`src/rtl/exc_sequencer_pkg.sv`:
```
// Shared exception codes, sequencer state encoding and handler entry default
// for the exception/interrupt sequencer and its interrupt synchronizer.
package exc_sequencer_pkg;

  localparam logic [4:0] EXC_INT     = 5'd0;
  localparam logic [4:0] EXC_ADEL    = 5'd4;
  localparam logic [4:0] EXC_ADES    = 5'd5;
  localparam logic [4:0] EXC_SYSCALL = 5'd8;
  localparam logic [4:0] EXC_RI      = 5'd10;
  localparam logic [4:0] EXC_OV      = 5'd12;

  localparam logic [31:0] HANDLER_ADDR_DEFAULT = 32'h0000_4180;
  localparam int          HWINT_W              = 6;

  typedef enum logic [1:0] {
    ST_IDLE     = 2'd0,
    ST_TAKE     = 2'd1,
    ST_FLUSH    = 2'd2,
    ST_REDIRECT = 2'd3
  } seqState_t;

endpackage

```
`src/rtl/exc_sequencer_int_sync.sv`:
```
// Per-bit multi-flop synchronizer for the external interrupt lines, followed
// by a sticky pending latch that is cleared when an interrupt is taken.
module int_sync
  import exc_sequencer_pkg::*;
#(
  parameter int SYNC_STAGES = 2
) (
  input  logic               clk,
  input  logic               reset,
  input  logic [HWINT_W-1:0] hwintRaw,
  input  logic               clearPending,
  output logic [HWINT_W-1:0] hwint
);

  logic [HWINT_W-1:0] syncOut;
  logic [HWINT_W-1:0] pendingReg;

  generate
    for (genvar gi = 0; gi < HWINT_W; gi++) begin : g_sync
      logic [SYNC_STAGES-1:0] chainReg;

      always_ff @(posedge clk) begin
        if (reset) begin
          chainReg <= '0;
        end else begin
          chainReg <= {chainReg[SYNC_STAGES-2:0], hwintRaw[gi]};
        end
      end

      assign syncOut[gi] = chainReg[SYNC_STAGES-1];
    end
  endgenerate

  // A line still asserted while the clear happens re-arms its pending bit.
  always_ff @(posedge clk) begin
    if (reset) begin
      pendingReg <= '0;
    end else begin
      pendingReg <= (clearPending ? '0 : pendingReg) | syncOut;
    end
  end

  assign hwint = pendingReg | syncOut;

endmodule

```
`src/rtl/exc_sequencer.sv`:
```
// Exception/interrupt/ERET sequencer: arbitrates requests at M stage, commits
// to CP0, flushes the pipeline and redirects the PC to the handler or EPC.
module exc_sequencer
  import exc_sequencer_pkg::*;
#(
  parameter logic [31:0] HANDLER_ADDR = HANDLER_ADDR_DEFAULT,
  parameter int          SYNC_STAGES  = 2
) (
  input  logic               clk,
  input  logic               reset,
  input  logic [4:0]         exc_code_m,
  input  logic               exc_bd_m,
  input  logic               eret_m,
  input  logic [HWINT_W-1:0] hwint_raw,
  input  logic               sr_ie,
  input  logic               sr_exl,
  input  logic [HWINT_W-1:0] sr_im,
  input  logic [31:0]        epc,
  output logic               exc_occur,
  output logic [4:0]         exc_code,
  output logic               exc_bd,
  output logic [HWINT_W-1:0] hwint,
  output logic               eret_ack,
  output logic               flush,
  output logic               redirect_valid,
  output logic [31:0]        redirect_pc,
  output logic               busy
);

  seqState_t   stateReg;
  logic [31:0] targetReg;
  logic        excOccurReg;
  logic [4:0]  excCodeReg;
  logic        excBdReg;
  logic        flushReg;
  logic        redirValidReg;
  logic [31:0] redirPcReg;

  logic        intEnable;
  logic        excReq;
  logic        intReq;
  logic        eretTake;
  logic        clearPending;

  int_sync #(
    .SYNC_STAGES (SYNC_STAGES)
  ) u_int_sync (
    .clk          (clk),
    .reset        (reset),
    .hwintRaw     (hwint_raw),
    .clearPending (clearPending),
    .hwint        (hwint)
  );

  assign intEnable = sr_ie & ~sr_exl;
  assign excReq    = intEnable & (exc_code_m != EXC_INT);
  assign intReq    = intEnable & (|(hwint & sr_im));

  // ERET wins only when nothing of higher priority is accepted this cycle.
  assign eretTake     = (stateReg == ST_IDLE) & eret_m & ~excReq & ~intReq & ~reset;
  assign clearPending = (stateReg == ST_TAKE) & (excCodeReg == EXC_INT);

  always_ff @(posedge clk) begin
    if (reset) begin
      stateReg      <= ST_IDLE;
      targetReg     <= '0;
      excOccurReg   <= 1'b0;
      excCodeReg    <= '0;
      excBdReg      <= 1'b0;
      flushReg      <= 1'b0;
      redirValidReg <= 1'b0;
      redirPcReg    <= '0;
    end else begin
      excOccurReg   <= 1'b0;
      excCodeReg    <= '0;
      excBdReg      <= 1'b0;
      flushReg      <= 1'b0;
      redirValidReg <= 1'b0;
      redirPcReg    <= '0;
      case (stateReg)
        ST_IDLE: begin
          if (excReq || intReq) begin
            stateReg    <= ST_TAKE;
            targetReg   <= HANDLER_ADDR;
            excOccurReg <= 1'b1;
            excCodeReg  <= excReq ? exc_code_m : EXC_INT;
            excBdReg    <= exc_bd_m;
            flushReg    <= 1'b1;
          end else if (eret_m) begin
            stateReg  <= ST_FLUSH;
            targetReg <= epc;
            flushReg  <= 1'b1;
          end
        end
        ST_TAKE: begin
          stateReg <= ST_FLUSH;
          flushReg <= 1'b1;
        end
        ST_FLUSH: begin
          stateReg      <= ST_REDIRECT;
          redirValidReg <= 1'b1;
          redirPcReg    <= targetReg;
        end
        ST_REDIRECT: begin
          stateReg <= ST_IDLE;
        end
        default: begin
          stateReg <= ST_IDLE;
        end
      endcase
    end
  end

  assign exc_occur      = excOccurReg;
  assign exc_code       = excCodeReg;
  assign exc_bd         = excBdReg;
  assign eret_ack       = eretTake;
  assign flush          = flushReg;
  assign redirect_valid = redirValidReg;
  assign redirect_pc    = redirPcReg;
  assign busy           = (stateReg != ST_IDLE);

endmodule

```
`config.mk`:
```
export PLATFORM = sky130hd
export DESIGN_NAME = exc_sequencer
export DESIGN_NICKNAME = d
export VERILOG_FILES = /design/src/rtl/exc_sequencer_pkg.sv /design/src/rtl/exc_sequencer_int_sync.sv /design/src/rtl/exc_sequencer.sv
export SDC_FILE = /design/constraint.sdc
export NUM_CORES = 1
export LEC_CHECK = 0
export BUFFER_PORTS_ARGS = -buffer_cell sky130_fd_sc_hd__buf_4
export CAP_MARGIN = 30
export CELL_PAD_IN_SITES_DETAIL_PLACEMENT = 0
export CELL_PAD_IN_SITES_GLOBAL_PLACEMENT = 1
export CORE_AREA = 5 5 104 106
export DETAILED_ROUTE_END_ITERATION = 8
export DIE_AREA = 0 0 109 111
export GPL_TIMING_DRIVEN = 0
export PLACE_DENSITY_LB_ADDON = 0.15
export REMOVE_ABC_BUFFERS = 1
export SYNTH_ARGS = -nofsm -noshare
export SYNTH_HDL_FRONTEND = slang
export SYNTH_SLANG_ARGS = --single-unit
```
`constraint.sdc`:
```
create_clock -name clk -period 1.8 [get_ports clk]
set_clock_uncertainty 0.2 [all_clocks]
set_input_delay 0.27 -clock clk [delete_from_list [all_inputs] [get_ports clk]]
set_output_delay 0.27 -clock clk [all_outputs]
set_load 0.02 [all_outputs]
```
==> impl_results.md <==
- Run status: finished, violations left
- Failing checks: setup timing
- Worst IR Drop VDD: 0.0003828 V
- Number of CTS-inserted buffers: 9
- Die W: 109 microns
- Die Ht: 111 microns
- CP required: between 1 and 1.5 ns
- TritonRoute pass-1 iters: 4
- Nets: between 500 and 600
- Setup crit end kind: output pin
- Commonest cells after routing, fill and taps aside: buf_4 (119), dfxtp_1 (84), and2_1 (38)
- Setup TNS after final layout: -3.600 ns
- CTS Sinks: 93
- TritonCTS clock tree: yes
- ANT nets after route: 0
- Warnings from Yosys: 0
- H-tree depth: 3
- Hold WS: between 0.01 and 0.015 ns
- Area after DPL: just over 4000 sq um
- Ant. Diodes: 0
- Global-route wire length before repair: roughly 13 mm
- Crit Path Class: flip-flop to output pin
- Vias: 2677
- Site row count: 36
- Leakage: 2.157 nW
- Clk_lat worst skew: ~0.35 ns
- Seq/Total Area, Yosys: 59.19%
- Max-cap violation count: 0
- Sw frac: between 20 and 30%
- Syn Std Cell Area: 3146 sq um
- Seq cells post-synth: 93
- Number of I/O port buffers: 103
- Post-route cell area: around 5000 sq um
- Most common cell after layout, fill and taps aside: buf_4
- Routed length per instance: 13.74 microns
- Max FO, Critical Path: 3
- Worst-path clk slew: approximately 0.1 ns
- Ys async rst share: 0%
- Fill cell count: 920
- Flop pwr share: 46.4%
- Final HPWL from detailed placement: ~5.1 mm
- Startpoint Class: flip-flop
- Core area: 9684 sq um
- RSZ-0062 raised after global routing: yes
- Post-Synthesis Cells: 322
- Internal: 0.003544 W
- Layout area overhead: 54.93%
- Largest net degree at the start of global routing: 57
- Total design power: approximately 0.0050 W
- Power Density: slightly above 1000 nW/um^2
- Vias in the first global route: 2766
- Clk pwr share: around 28%
- Normalized max-slew margin: between 50 and 60%
- Logic pwr share: around a quarter
- Slew Limit Fails: 0
- Total grt overflow: 0
- Fin crit share: 119.8%
- RD Place Congestion: ~0.67
- Hold Vio Cnt, Final: 0
- DRC: 0
- Actual slew at the worst max-slew pin: 0.6220 ns
- Initial antenna violation count: 0
- Tightest Hold Check Type: input pin to flip-flop
- Ys flop type: dfxtp_1
- Min cycle time layout: 2.157 ns
- Top-Level Pins: 104
- Peak Freq: 0.4637 GHz
- Die ar.: 12100 sq um
- Crit path DAT: around 1.7 ns
- Distinct cells, synth: 28
- Worst setup margin: -0.3567 ns
- Vias/cell: roughly 4.4
- # setup viols final: 32
- Layout cells sized above 1: 37.61%
- Net Sw Power: 0.001458 W
- Post-Route WL: roughly 8.4 mm
- CTS Buffer Depth: 2
- Initial drt markers: 60
- Clock root cell: clkbuf_8
- Number of synthesized flops with an enable pin: 0
- Initial Util: 32.48%
- Fin util: 50.32%
- GRT Resource Usage Total: between 10% and 20%
- Avg Inst Size Synth: ~9.8 sq um
==> path summary, 6_finish.rpt <==
check	start	endpoint	slack (ns)	cells after the start
setup reg to reg	stateReg[0]$_SDFFE_PP0P_	stateReg[1]$_SDFFE_PP0P_	-0.15	10
hold reg to reg	u_int_sync.g_sync[2].chainReg[0]$_SDFF_PP0_	u_int_sync.g_sync[2].chainReg[1]$_SDFF_PP0_	0.24	1
hold / removal	epc[28]	targetReg[28]$_SDFFE_PP0P_	0.01	3
setup / recovery	u_int_sync.pendingReg[0]$_SDFF_PP0_	eret_ack	-0.36	6
==> cells by family after synthesis <==
logic type / count (synthesis) / share of synthesized area [%]
and+or+nand+nor: 138 / 24.22
AOI/OAI and AO/OA: 50 / 9.388
adders and majority gates: 4 / 1.591
muxes: 2 / 0.6762
DFF: 93 / 59.19
buffers and inverters: 35 / 4.932
==> cells in the mapped netlist (2+ instances only) <==
| cell | instances | area share [%] |
|---|---|---|
| a221oi_1 | 3 | 0.84 |
| nor2b_1 | 15 | 3.0 |
| nor2_1 | 38 | 4.5 |
| nand4_1 | 2 | 0.40 |
| a21oi_2 | 6 | 1.7 |
| nor3_1 | 5 | 0.80 |
| o21ai_0 | 7 | 1.1 |
| nor4_1 | 29 | 5.8 |
| clkbuf_1 | 19 | 2.3 |
| and2_1 | 38 | 7.6 |
| a21oi_1 | 30 | 4.8 |
| or2_2 | 6 | 1.2 |
| dfxtp_1 | 93 | 59 |
| inv_1 | 12 | 1.4 |
| buf_6 | 3 | 1.1 |
| ha_1 | 4 | 1.6 |
==> power groups by stage <==
stage | combinational [W] | sequential, W | clock [W]
6_report | 0.00127 | 0.00232 | 0.00141
2_1_floorplan | 0.000461 | 0.00240 | 0
5_1_grt | 0.00139 | 0.00235 | 0.00155
4_1_cts | 0.00123 | 0.00232 | 0.00146
3_5_place_dp | 0.000983 | 0.00236 | 0
3_3_place_gp | 0.000870 | 0.00236 | 0
==> state kept, by name (all words and copies together) (netlist names), 2 cells and up <==
name and cells:
redirect_pc 32, targetReg 32, u_int_sync.g_sync.chainReg 12, u_int_sync.pendingReg 6, exc_code 5, stateReg 2
==> area by class of cell <==
type	count	area, sq um	area share (%)
clock buffer	10	127.6	2.619
clock inverter	6	70.07	1.438
inverter	12	51.30	1.053
multi-input combinational	195	1226	25.16
sequential	93	1873	38.43
tap	133	166.4	3.415
timing repair buffer	160	1359	27.88
==> metrics by stage <==
step	cells	worst slack [ns]
6_report	609	-0.3567
3_5_place_dp	540	-1.071
2_1_floorplan	299	-1.691
4_1_cts	603	-0.3604
3_3_place_gp	535	-3.665
5_1_grt	609	-0.4736
==> repair_timing <==
action,in CTS,in global routing
setup buffers,14,7
hold buffers,33,0
setup endpoints to repair,50,71
pin swaps,17,8
gates cloned,1,0
hold endpoints to repair,33,0
resized for setup,31,11
==> worst max-delay path, cell delays in order, from the launching register on <==
cell and delay, ns:
dfxtp_2 0.34, o21ai_2 0.13, nand4_1 0.22, o21bai_4 0.22, and2b_1 0.15, nor2b_1 0.12, buf_4 0.16
==> metal layers <==
metal	part of all wire (%)	vias to the layer above	track usage, %
met5	0	-	0
met4	1.4	0	5.387
met3	5.1	8	3.203
met2	50	66	23.79
li1	-	1377	-
met1	43	1226	17.12
Power figures use the tool's default switching activity.
